--- src/rtl/hdmi_video_timing_gen.sv ---
// Raster timing source for the HDMI output path: pixel/line counters, visible-window
// decode and sync/display-enable outputs delayed to meet the compositor's pixel pipeline.
module hdmi_video_timing_gen #(
    parameter int unsigned H_ACTIVE   = 1280,
    parameter int unsigned H_FP       = 110,
    parameter int unsigned H_SYNC     = 40,
    parameter int unsigned H_BP       = 220,
    parameter int unsigned V_ACTIVE   = 720,
    parameter int unsigned V_FP       = 5,
    parameter int unsigned V_SYNC     = 5,
    parameter int unsigned V_BP       = 20,
    parameter bit          H_POL      = 1'b1,
    parameter bit          V_POL      = 1'b1,
    parameter int unsigned PIPE_DELAY = 1
) (
    input  logic        pixel_clk,
    input  logic        rst,
    output logic        active,
    output logic [10:0] x_coord,
    output logic [9:0]  y_coord,
    output logic        line_start,
    output logic        frame_start,
    output logic        hsync_out,
    output logic        vsync_out,
    output logic        de_out
);

    localparam int unsigned XW      = 11;
    localparam int unsigned YW      = 10;
    localparam int unsigned H_TOTAL = H_ACTIVE + H_FP + H_SYNC + H_BP;
    localparam int unsigned V_TOTAL = V_ACTIVE + V_FP + V_SYNC + V_BP;

    // Parameter sets that do not fit the coordinate ports are rejected at elaboration.
    if (H_TOTAL > (2 ** XW)) begin : g_h_total_err
        $error("hdmi_video_timing_gen: H_TOTAL-1 does not fit in x_coord");
    end
    if (V_TOTAL > (2 ** YW)) begin : g_v_total_err
        $error("hdmi_video_timing_gen: V_TOTAL-1 does not fit in y_coord");
    end
    if (PIPE_DELAY > 15) begin : g_pipe_err
        $error("hdmi_video_timing_gen: PIPE_DELAY must be in 0..15");
    end
    if (H_TOTAL == 0 || V_TOTAL == 0) begin : g_zero_err
        $error("hdmi_video_timing_gen: empty raster");
    end

    // One extra bit so window ends equal to the total never alias to zero.
    typedef logic [XW:0] hcmp_t;
    typedef logic [YW:0] vcmp_t;

    localparam logic [XW-1:0] H_LAST   = XW'(H_TOTAL - 1);
    localparam logic [YW-1:0] V_LAST   = YW'(V_TOTAL - 1);
    localparam hcmp_t         H_ACT_C  = hcmp_t'(H_ACTIVE);
    localparam hcmp_t         HS_BEG_C = hcmp_t'(H_ACTIVE + H_FP);
    localparam hcmp_t         HS_END_C = hcmp_t'(H_ACTIVE + H_FP + H_SYNC);
    localparam vcmp_t         V_ACT_C  = vcmp_t'(V_ACTIVE);
    localparam vcmp_t         VS_BEG_C = vcmp_t'(V_ACTIVE + V_FP);
    localparam vcmp_t         VS_END_C = vcmp_t'(V_ACTIVE + V_FP + V_SYNC);
    localparam logic          HS_OFF   = ~H_POL;
    localparam logic          VS_OFF   = ~V_POL;

    logic [XW-1:0] h_cnt_q, h_cnt_d;
    logic [YW-1:0] v_cnt_q, v_cnt_d;
    logic [XW-1:0] x_coord_q, x_coord_d;
    logic [YW-1:0] y_coord_q, y_coord_d;
    logic          active_q, active_d;
    logic          line_start_q, line_start_d;
    logic          frame_start_q, frame_start_d;
    logic          hsync_q, hsync_d;
    logic          vsync_q, vsync_d;
    hcmp_t         h_ext;
    vcmp_t         v_ext;

    // Counters hold the next point to show; the output registers decode the current one.
    always_comb begin
        h_cnt_d       = h_cnt_q + 1'b1;
        v_cnt_d       = v_cnt_q;
        h_ext         = hcmp_t'(h_cnt_q);
        v_ext         = vcmp_t'(v_cnt_q);
        if (h_cnt_q == H_LAST) begin
            h_cnt_d = '0;
            v_cnt_d = (v_cnt_q == V_LAST) ? '0 : v_cnt_q + 1'b1;
        end
        x_coord_d     = h_cnt_q;
        y_coord_d     = v_cnt_q;
        active_d      = (h_ext < H_ACT_C) && (v_ext < V_ACT_C);
        line_start_d  = (h_cnt_q == '0);
        frame_start_d = (h_cnt_q == '0) && (v_cnt_q == '0);
        hsync_d       = ((h_ext >= HS_BEG_C) && (h_ext < HS_END_C)) ? H_POL : HS_OFF;
        vsync_d       = ((v_ext >= VS_BEG_C) && (v_ext < VS_END_C)) ? V_POL : VS_OFF;
    end

    always_ff @(posedge pixel_clk) begin
        if (rst) begin
            h_cnt_q       <= '0;
            v_cnt_q       <= '0;
            x_coord_q     <= '0;
            y_coord_q     <= '0;
            active_q      <= 1'b0;
            line_start_q  <= 1'b0;
            frame_start_q <= 1'b0;
            hsync_q       <= HS_OFF;
            vsync_q       <= VS_OFF;
        end else begin
            h_cnt_q       <= h_cnt_d;
            v_cnt_q       <= v_cnt_d;
            x_coord_q     <= x_coord_d;
            y_coord_q     <= y_coord_d;
            active_q      <= active_d;
            line_start_q  <= line_start_d;
            frame_start_q <= frame_start_d;
            hsync_q       <= hsync_d;
            vsync_q       <= vsync_d;
        end
    end

    assign x_coord     = x_coord_q;
    assign y_coord     = y_coord_q;
    assign active      = active_q;
    assign line_start  = line_start_q;
    assign frame_start = frame_start_q;

    // Alignment delay between the decode registers and the TMDS encoder.
    if (PIPE_DELAY == 0) begin : g_no_delay
        assign hsync_out = hsync_q;
        assign vsync_out = vsync_q;
        assign de_out    = active_q;
    end else begin : g_delay
        logic [PIPE_DELAY-1:0] hs_dly_q, hs_dly_d;
        logic [PIPE_DELAY-1:0] vs_dly_q, vs_dly_d;
        logic [PIPE_DELAY-1:0] de_dly_q, de_dly_d;

        always_comb begin
            hs_dly_d    = hs_dly_q;
            vs_dly_d    = vs_dly_q;
            de_dly_d    = de_dly_q;
            hs_dly_d[0] = hsync_q;
            vs_dly_d[0] = vsync_q;
            de_dly_d[0] = active_q;
            for (int i = 1; i < int'(PIPE_DELAY); i++) begin
                hs_dly_d[i] = hs_dly_q[i-1];
                vs_dly_d[i] = vs_dly_q[i-1];
                de_dly_d[i] = de_dly_q[i-1];
            end
        end

        always_ff @(posedge pixel_clk) begin
            if (rst) begin
                hs_dly_q <= {PIPE_DELAY{HS_OFF}};
                vs_dly_q <= {PIPE_DELAY{VS_OFF}};
                de_dly_q <= '0;
            end else begin
                hs_dly_q <= hs_dly_d;
                vs_dly_q <= vs_dly_d;
                de_dly_q <= de_dly_d;
            end
        end

        assign hsync_out = hs_dly_q[PIPE_DELAY-1];
        assign vsync_out = vs_dly_q[PIPE_DELAY-1];
        assign de_out    = de_dly_q[PIPE_DELAY-1];
    end

endmodule

--- config.mk ---
export PLATFORM = sky130hd
export DESIGN_NAME = hdmi_video_timing_gen
export DESIGN_NICKNAME = d
export VERILOG_FILES = /design/src/rtl/hdmi_video_timing_gen.sv
export SDC_FILE = /design/constraint.sdc
export NUM_CORES = 1
export LEC_CHECK = 0
export ABC_AREA = 1
export CORE_MARGIN = 2
export CORE_UTILIZATION = 35
export DETAILED_ROUTE_END_ITERATION = 8
export PLACE_DENSITY_LB_ADDON = 0.05
export SLEW_MARGIN = 20
export SYNTH_ARGS = -nofsm -noshare
export SYNTH_HDL_FRONTEND = slang
export SYNTH_SLANG_ARGS = --single-unit
--- constraint.sdc ---
create_clock -name pixel_clk -period 2.6 [get_ports pixel_clk]
set_input_delay 0.78 -clock pixel_clk [delete_from_list [all_inputs] [get_ports pixel_clk]]
set_output_delay 0.78 -clock pixel_clk [all_outputs]
set_load 0.01 [all_outputs]
* Word level (Yosys, flattened, before mapping)
Cells that the tools add are included.
W data, S select, Z words.
** Storage, ports and cells
- Register bits after elaboration :: 50
- Latch bits :: 0
- RAM bits :: 0
- ROM bits :: 0
- Logic and storage cells :: 32
- Memories :: 0
** Cells by class
- $add $sub $neg :: 2
- Multiply operators :: 0
- Divide/modulo/power cells :: 0
- $lt $le $gt $ge :: 6
- Equal/unequal tests :: 2
- Shifts and indexed selects :: 0
- Multiplexer cells :: 3
- Bitwise operators :: 0
- Reductions and logical operators :: 7
** Operators with widths (number)
- $lt A11 B11 Y1 const B :: 2
- $lt A10 B10 Y1 const B :: 2
- $add A11 B1 Y11 const B :: 1
- $eq A11 B11 Y1 const B :: 1
- $ge A11 B11 Y1 const B :: 1
- $logic_not A11 Y1 :: 1
- $add A10 B1 Y10 const B :: 1
- $eq A10 B10 Y1 const B :: 1
- $ge A10 B10 Y1 const B :: 1
- $logic_not A10 Y1 :: 1
- $mux W10 :: 1
- $logic_and A1 B1 Y1 :: 4
- $mux W1 :: 2
- $reduce_or A2 Y1 :: 1

* Depth between registers and ports, before layout
- Word-level depth :: 3
- Depth in mapped cells :: 9
- Gate-level depth less buffers :: 9

* Worst setup path after synthesis
No wires, ideal clock.
- Kind :: input port to flip-flop
- From :: input port rst
- To :: register v_cnt_q[1]
- Setup time :: 124 ps
- Data arrival time :: 1547 ps
- Required time :: 2476 ps
- Path slack :: 929 ps
- Stages on the path :: 5
- Buffers on the path :: 2
- Cell sequence :: clkbuf_1 -> inv_1 -> nand2_2 -> buf_6 -> o22ai_2
** RTL lines
- start: declaration :: line 17 : input logic rst,
- end signal: assignment :: line 106 : v_cnt_q <= v_cnt_d;
- end: declaration :: line 63 : logic [YW-1:0] v_cnt_q, v_cnt_d;

* Final worst setup path
- From :: register active_q (netlist: active)
- To :: output port active
** RTL lines
- start: declaration :: line 66 : logic active_q, active_d;
- start signal: assignment :: line 109 : active_q <= active_d;
- end: declaration :: line 18 : output logic active,
No word-level cell between the ends.

==> results.cfg <==
[run_status]
status = complete, no violations

[clocking]
clk_latency_ns = 0.30
cts_inserted_buffers = 5
cts_htree_levels = 2
cts_tree = built
cts-root-buf = clkbuf_8
cts.sinks = 50
clk_path_buf_depth = 2
clkTransAtPathRegs_ns = 0.08
postCtsSetupBuffers = 0
hold_buffers = 0
cts_resized = 0

[global_route]
grt_first_pass_wirelength_um = 7720
antenna_found_initial = 0
grt_overflow = 0
track_usage = 0.150
grt_max_degree = 28
grt_pass1_vias = 1559

[detailed_routing]
num_vias = 1758
drtIter0Drc = 115
detail_route.wl_per_cell_um = 12.3
ant_nets = 0
dr.pass1.iters = 4
via_per_inst = 4.61
drc_errors = 0
wl_um = 4690

[place]
dpl.hpwl_um = 3520
dp_cells = 373
pre_cts_slack_ns = 0.476
place_congestion = 0.827
post_dp_cell_area_mm2 = 0.00251
port_buffers = 28

[pwr]
p_leak_nw = 1.06
switchingPower_mw = 0.302
combPwrFrac = 0.051
netSwitchingFraction = 0.217
p_int_mw = 1.09
pwr-share-clk = 0.389
pwr_density_cell_mw_per_mm2 = 532
vdd_ir_drop_max_mv = 0.186
sequentialPowerShare = 0.561

[sta]
clock-skew-final_ns = 0.00693
max_freq_mhz = 512
fin_crit_sh = 0.751
fin_crit_ns = 1.95
setup_slack_ns = 0.647
finalSetupTns_ns = 0
slew_headroom = 0.738
final-setup-viol-count = 0
timing_hold_violations_final = 0
slew_viol_final = 0
worst_pin_slew_ns = 0.391
grt_setup_unrepaired = false

[synthesis]
syn_nets = 284
synth-seq-area-share = 0.464
async_flop_share = 0
synth_edf_count = 0
synth_cell_types = 34
synth_cells = 275
synthesis.area_mm2 = 0.00216
syn_area_per_cell_um2 = 7.84
synth_seq_cells = 50
yosys_most_used_dff = dfxtp_1
synth-warning-count = 0

[die]
dieWidth_um = 82.5
io_pins = 29
die_y_um = 82.5
start_util = 0.362
die_area_mm2 = 0.00681
core_mm2 = 0.00596
num_rows = 28

[setup_path]
setup.worst_path.end_class = output pin
cp_top_family = buffers and inverters
worstReg2RegEnd = v_cnt_q[9]$_SDFFE_PP0N_
rr_startpoint = h_cnt_q[1]$_SDFF_PP0_
reg2reg_depth = 9
crit_path_max_incr_delay_ns = 0.53
worstPathArrival_ns = 1.17
rrSetupSlack_ns = 0.93
required_ns = 1.82
crit_type = register to output pin
critPathMaxFanout = 2
slowest_stage = clkdlybuf4s50_1
startpoint_type = register
crit_path_cell_trace = clkdlybuf4s50_1
critPathBufInv = 1

[hold_path]
hp-start = g_delay.hs_dly_d$_SDFF_PP0_
whs_endpoint = hsync_out$_SDFF_PP0_
hold_path_depth = 2
worstHoldPathType = register to register

[layout]
antenna_cells = 0
fin_cells = 381
n_fill_cell = 643
layout-drive-gt1-share = 0.111
syn_to_final_growth_pct = 21.3
fin_area_mm2 = 0.00262
final_nets = 314

[run]
drv_cap = 0
-- layout by cell type (no fill, tap or decap), types with 2 or more instances in the layout --
cell type,count
clkdlybuf4s50_1,28
clkbuf_8,5
nand4_1,7
nor2_1,51
o21ai_0,6
nand3_1,15
dfxtp_1,50
nor3_2,3
nor2_8,2
buf_4,2
a21oi_1,10
a21oi_2,5
inv_2,4
ha_1,7
nand2_1,48
nor3_1,7
inv_1,35
nand2_2,2
nor2_2,2
xor2_1,2
-- kinds of logic after synthesis --
| group | share of synthesized area |
|---|---|
| adders and majority gates | 0.0406 |
| and+or+nand+nor | 0.325 |
| AOI/OAI and AO/OA | 0.0766 |
| DFF | 0.464 |
| buffers and inverters | 0.0858 |
| xor gates and xnor gates | 0.00812 |
-- Yosys cell counts, types with 3 or more instances --
| cell type | count | area [um2] |
|---|---|---|
| nand2_1 | 48 | 180 |
| nand3_1 | 15 | 75.1 |
| clkbuf_1 | 3 | 11.3 |
| nor2_1 | 51 | 191 |
| a21oi_1 | 10 | 50.1 |
| inv_2 | 4 | 15.0 |
| o21ai_0 | 6 | 30.0 |
| nor3_2 | 3 | 30.0 |
| a21oi_2 | 5 | 43.8 |
| inv_1 | 35 | 131 |
| dfxtp_1 | 50 | 1000 |
| nor3_1 | 7 | 35.0 |
| nand4_1 | 7 | 43.8 |
| ha_1 | 7 | 87.6 |
-- registers in the layout, summed over array words and instances, names as in the netlist, 10 cells and up --
name and cells:
v_cnt_q 10, h_cnt_q 11, y_coord 10, x_coord 11
-- stage by stage --
step,hold slack [ns],utilization,total power [mW]
3_3_place_gp,0.397,0.421,0.871
3_5_place_dp,0.407,0.421,0.870
2_1_floorplan,0.388,-,0.843
5_1_grt,0.444,0.439,1.46
6_report,0.418,0.439,1.39
4_1_cts,0.420,0.439,1.41
-- power groups by stage --
stage	sequential, mW	clock, mW	combinational, mW
2_1_floorplan	0.802	0	0.0406
3_3_place_gp	0.799	0	0.0719
3_5_place_dp	0.799	0	0.0714
4_1_cts	0.781	0.560	0.0718
5_1_grt	0.782	0.594	0.0795
6_report	0.781	0.541	0.0707
-- cell type report --
cell class                      instances  area (um2)  area share
Sequential cell                        50        1000       0.382
Multi-Input combinational cell        179         971       0.371
Timing Repair Buffer                   30         295       0.113
Inverter                               39         146      0.0559
Tap cell                               75        93.8      0.0359
Clock buffer                            6        72.6      0.0277
Clock inverter                          2        37.5      0.0143
-- how the worst max path moves through the flow --
| stage | start | end | slack [ns] | cells past startpoint |
|---|---|---|---|---|
| floorplan | rst | v_cnt_q[1]$_SDFFE_PP0N_ | 0.93 | 5 |
| global placement | rst | v_cnt_q[9]$_SDFFE_PP0N_ | 0.50 | 6 |
| detailed placement | rst | v_cnt_q[9]$_SDFFE_PP0N_ | 0.48 | 6 |
| CTS | active$_SDFF_PP0_ | active | 0.63 | 1 |
| global route | hsync_out$_SDFF_PP0_ | hsync_out | 0.60 | 1 |
| finish | active$_SDFF_PP0_ | active | 0.65 | 1 |
-- worst reg2reg max path: cells and delay by family, from the launching register on --
kind                     cells  cell delay (ns)
adder cells (fa/ha/maj)      1             0.22
buffers and inverters        1             0.11
flip-flops                   1             0.34
AND/OR/NAND/NOR              7             0.90
-- routing by layer --
layer,global-route usage,vias to the layer above,part of all wire
met2,0.206,56,0.40
li1,-,930,-
met3,0.0370,2,0.053
met1,0.227,770,0.55
met4,0.0443,0,0.0053
met5,0,-,0
No activity file was read; power rests on OpenSTA's default activity.
